`config.mk`:
```
export PLATFORM = sky130hd
export DESIGN_NAME = irq_controller
export DESIGN_NICKNAME = d
export VERILOG_FILES = /design/src/rtl/irq_controller.sv
export SDC_FILE = /design/constraint.sdc
export NUM_CORES = 1
export LEC_CHECK = 0
export CORE_MARGIN = 1
export CORE_UTILIZATION = 38
export DETAILED_ROUTE_END_ITERATION = 10
export MAX_ROUTING_LAYER = met4
export PLACE_DENSITY_LB_ADDON = 0.15
export SETUP_SLACK_MARGIN = 0.15
export SYNTH_ARGS = -nofsm -noshare
export SYNTH_HDL_FRONTEND = slang
export SYNTH_SLANG_ARGS = --single-unit
```
`constraint.sdc`:
```
create_clock -name clk -period 1.7 [get_ports clk]
set_clock_uncertainty 0.15 [all_clocks]
set_input_delay 0.34 -clock clk [delete_from_list [all_inputs] [get_ports clk]]
set_output_delay 0.34 -clock clk [all_outputs]
set_load 0.1 [all_outputs]
```
`src/rtl/irq_controller.sv`:
```
// Programmable interrupt controller: latches edge/level device requests, masks them,
// reports the highest-priority source and drives a registered HWInt vector with post-ACK holdoff.
module irq_controller #(
    parameter int N_SRC   = 6,
    parameter int HOLDOFF = 4
) (
    input  logic             clk,
    input  logic             sys_rstn,
    input  logic [7:0]       Addr,
    input  logic             WE,
    input  logic [31:0]      Din,
    output logic [31:0]      Dout,
    input  logic [N_SRC-1:0] irq_in,
    output logic [N_SRC-1:0] HWInt
);

    typedef enum logic [1:0] {
        ST_IDLE,
        ST_ACTIVE,
        ST_HOLDOFF
    } state_t;

    localparam logic [2:0] REG_PENDING  = 3'd0;
    localparam logic [2:0] REG_MASK     = 3'd1;
    localparam logic [2:0] REG_EDGE_SEL = 3'd2;
    localparam logic [2:0] REG_CURRENT  = 3'd3;
    localparam logic [2:0] REG_ACK      = 3'd4;

    state_t           state_q, state_d;
    logic [7:0]       cnt_q, cnt_d;
    logic [N_SRC-1:0] pending_q, pending_d;
    logic [N_SRC-1:0] mask_q, mask_d;
    logic [N_SRC-1:0] edge_sel_q, edge_sel_d;
    logic [N_SRC-1:0] irq_prev_q;
    logic [N_SRC-1:0] hwint_q, hwint_d;

    logic [2:0]       reg_sel;
    logic [2:0]       ack_id;
    logic             ack_valid;
    logic [N_SRC-1:0] ack_onehot;
    logic [N_SRC-1:0] clr;
    logic [N_SRC-1:0] rise;
    logic [N_SRC-1:0] active;
    logic             cur_valid;
    logic [2:0]       cur_id;
    logic             unused_ok;

    assign unused_ok = ^{Addr[7:5], Addr[1:0], Din[31:N_SRC]};

    always_comb begin
        reg_sel    = Addr[4:2];
        ack_id     = Din[2:0];
        ack_valid  = WE && (reg_sel == REG_ACK) && ({1'b0, ack_id} < 4'(N_SRC));
        ack_onehot = ack_valid ? ({{(N_SRC-1){1'b0}}, 1'b1} << ack_id) : '0;
        clr        = ((WE && (reg_sel == REG_PENDING)) ? Din[N_SRC-1:0] : '0) | ack_onehot;
        rise       = irq_in & ~irq_prev_q;

        // Set wins over clear for edge sources; level sources simply follow the line.
        pending_d  = (edge_sel_q & ((pending_q & ~clr) | rise)) | (~edge_sel_q & irq_in);
        mask_d     = (WE && (reg_sel == REG_MASK)) ? Din[N_SRC-1:0] : mask_q;
        edge_sel_d = (WE && (reg_sel == REG_EDGE_SEL)) ? Din[N_SRC-1:0] : edge_sel_q;

        active    = pending_q & mask_q;
        cur_valid = |active;
        cur_id    = 3'd0;
        for (int i = N_SRC - 1; i >= 0; i--) begin
            if (active[i]) cur_id = 3'(i);
        end

        state_d = state_q;
        cnt_d   = cnt_q;
        // Any valid ACK (re)starts holdoff, even when the acknowledged source was idle.
        if (ack_valid) begin
            state_d = ST_HOLDOFF;
            cnt_d   = 8'(HOLDOFF - 1);
        end else begin
            unique case (state_q)
                ST_IDLE:    if (cur_valid) state_d = ST_ACTIVE;
                ST_ACTIVE:  if (!cur_valid) state_d = ST_IDLE;
                ST_HOLDOFF: begin
                    if (cnt_q == 8'd0) state_d = ST_IDLE;
                    else               cnt_d   = cnt_q - 8'd1;
                end
                default:    state_d = ST_IDLE;
            endcase
        end

        hwint_d = (state_q == ST_HOLDOFF) ? '0 : active;

        Dout = 32'd0;
        case (reg_sel)
            REG_PENDING:  Dout = 32'(pending_q);
            REG_MASK:     Dout = 32'(mask_q);
            REG_EDGE_SEL: Dout = 32'(edge_sel_q);
            REG_CURRENT:  Dout = {cur_valid, 28'd0, cur_id};
            default:      Dout = 32'd0;
        endcase
    end

    always_ff @(posedge clk) begin
        if (!sys_rstn) begin
            state_q    <= ST_IDLE;
            cnt_q      <= 8'd0;
            pending_q  <= '0;
            mask_q     <= '0;
            edge_sel_q <= '1;
            irq_prev_q <= '0;
            hwint_q    <= '0;
        end else begin
            state_q    <= state_d;
            cnt_q      <= cnt_d;
            pending_q  <= pending_d;
            mask_q     <= mask_d;
            edge_sel_q <= edge_sel_d;
            irq_prev_q <= irq_in;
            hwint_q    <= hwint_d;
        end
    end

    assign HWInt = hwint_q;

endmodule

```
==> reports/results.ini <==
[power_and_ir_drop]
power_density_nw_per_um2 = 724
power_switching_uw = 826
p_clk_share_pct = 27.9
p_seq_share_pct = 42.4
power.total_uw = 2350
leakage_uw = 0.00132
pwr-share-comb_pct = 29.6
p_sw_share_pct = 35.2
peakVddDrop_mv = 0.476
p_int_uw = 1520

[route]
wirelength_mm = 5.08
first_iter_violations = 135
ant_nets = 0
routed_via_density = 4.86
drt-pass1-iter-count = 8
drc = 1
vias = 1881
wire_per_inst_um = 13.1

[critical_path]
reg2reg_depth = 4
r2r_end = cnt_q[3]
cp_data_arrival_time_ns = 1.54
worstReg2RegStart = cnt_q[5]
r2r_setup_slack_ns = -0.05
path_max_fanout = 2
end_kind = output port
cp-start-kind = flip-flop
critPathRequiredTime_ns = 1.21
crit_type = flip-flop to output port

[cts]
clk_pin_slew_worst_paths_ns = 0.07
cts_root_buf = clkbuf_8
htree_num_levels = 2
cts_made_buffers = 5
cts.sinks = 40
clk_latency_ns = 0.29
cts.path.max_buffers = 2
cts_tree = built

[status]
status = finished with violations
violations = design-rule violations, negative setup slack

[floorplanning]
core_um2 = 5110
die_x_um = 74.8
io_pins = 87
rows = 26
initial_utilization_pct = 39.4
fp.dieH_um = 74.8
die-area_um2 = 5590

[placement]
io_buffer_count = 30
place_area_um2 = 2790
hpwlAfterDp_mm = 3.58
gp_congestion = 0.819

[finish]
design_area_um2 = 3240
areaGrowthSynthToFinish_pct = 61.0
antennaDiodeCount = 0
final_util_pct = 63.4
drive_above_1_share_pct = 41.6
final_nets = 367

[min_path]
hold_class = flip-flop to flip-flop
holdPathStages = 1
hold_end = state_q[0]
worstHoldStart = state_q[1]

[grt]
grt_use_total_pct = 20.5
grt.overflow.total = 0
first_global_vias = 1723
grt_start_max_net_pins = 18
grt_pass1_wl_mm = 8.32
antenna_found_initial = 0

[logic_synthesis]
yosysTopAreaCell = dfxtp_1
async_flop_share_pct = 0
netlist_instances = 237
synth_cell_types = 48
synth-edff-count = 0
yosys-top-cells-count = dfxtp_1 (40), nor2_1 (32), nand2_1 (29), buf_4 (26), mux2i_1 (19)
yosys_warnings = 0
synth.avg_cell_area_um2 = 8.49
synth_top_cell_area_share_pct = 39.8
ys.flop_type = dfxtp_1
ys_seq_area_share_pct = 39.8
syn-cell-area_um2 = 2010
synth.area.top_cells = dfxtp_1 (40%), buf_4 (9.7%), mux2i_1 (9.4%)
post-synth-top-count-cell = dfxtp_1
ys_ff_latch = 40

[timing]
finalHoldViolCount = 0
fin_ws_ns = -0.331
finalSetupViolations = 9
rsz0062_at_grt = true
drv_slew = 0
layout_min_cycle_time_ns = 2.03
period_share_pct = 119
clock.fmax_ghz = 0.492

[run]
drv_cap = 0

[what timing repair did]
item	4_1_cts	5_1_grt
hold buffers	0	0
buffers inserted	10	3
endpoints found under the setup margin	35	27
pin swaps	19	26
resized for setup	66	19
[layout make-up]
| type | instances | area, um^2 |
|---|---|---|
| clock inverter | 2 | 10.0 |
| inverter | 4 | 20.0 |
| multi-input combinational | 183 | 1330 |
| timing repair buffer | 82 | 888 |
| tap | 70 | 87.6 |
| fill | 430 | 1870 |
| sequential | 40 | 818 |
| clock buffer | 6 | 82.6 |
[per-layer routing]
layer	vias to the layer above	wire, um	global-route usage (%)
li1	931	-	-
met3	7	213	4.55
met4	0	63	7.34
met2	60	2320	30.7
met5	-	0	-
met1	883	2490	27.2
[layout by cell type, fill, tap and decap left out, drive strengths merged, types with 2 or more instances in the layout]
| cell | n |
|---|---|
| buf | 67 |
| dfxtp | 40 |
| nor2 | 32 |
| nand2 | 30 |
| conb | 25 |
| mux2i | 19 |
| clkdlybuf4s50 | 13 |
| a21oi | 12 |
| and2 | 7 |
| nor3 | 7 |
| clkbuf | 6 |
| a22o | 4 |
| nand3 | 4 |
| nand4 | 3 |
| inv | 3 |
| clkinv | 3 |
| nor2b | 2 |
| nand2b | 2 |
| nand3b | 2 |
| xnor2 | 2 |
| xor2 | 2 |
| o21ai | 2 |
| ha | 2 |
| a21boi | 2 |
| or4 | 2 |
| nor3b | 2 |
[worst max-delay path by stage]
| stage | start | to | slack [ns] | cells after the start |
|---|---|---|---|---|
| final | mask_q[1] | Dout[2] | -0.33 | 5 |
| after global routing | mask_q[1] | Dout[2] | -0.40 | 5 |
| after CTS | mask_q[1] | Dout[2] | -0.34 | 5 |
| after detailed placement | Addr[2] | Dout[1] | -0.63 | 7 |
| after global placement | Addr[2] | Dout[1] | -0.64 | 7 |
| after floorplan | Addr[3] | Dout[0] | -0.27 | 4 |
[sequential cells by signal, summed over array words and instances (netlist names)]
register / cells
cnt_q: 8
HWInt: 6
edge_sel_q: 6
irq_prev_q: 6
mask_q: 6
pending_q: 6
state_q: 2
[critical path: stages (launching register included)]
cell and delay [ns]:
dfxtp_1 0.31, a22o_1 0.25, nor2_2 0.13, nand4_1 0.18, a21oi_4 0.19, buf_12 0.19
[logic make-up (layout without fill, tap and decap cells)]
group,after synthesis,after routing,synth area share (%)
mux,19,19,9.45
flops,40,40,39.8
xor+xnor,4,4,1.74
simple gates,101,101,24.8
other cells,1,25,0.186
buf+inv,38,94,12.0
compound gates,32,32,10.8
fa+ha+maj,2,2,1.24
[power by group through the flow]
stage / Clock (uW) / Sequential (uW) / Combinational, uW
after floorplan: 0 / 1010 / 512
after global placement: 0 / 1010 / 635
after detailed placement: 0 / 1010 / 637
after CTS: 680 / 995 / 678
after global routing: 726 / 1000 / 733
final: 656 / 996 / 695
[per-stage QoR]
stage          std cells  hold slack [ns]  setup TNS, ns  setup slack (ns)
2_1_floorplan        261            0.291          -1.42            -0.271
3_3_place_gp         366            0.312         -15.27            -0.636
3_5_place_dp         366            0.313         -15.45            -0.625
4_1_cts              384            0.319          -1.39            -0.336
5_1_grt              387            0.348          -2.14            -0.403
6_report             387            0.317          -1.34            -0.331
Power figures use the tool's default switching activity.
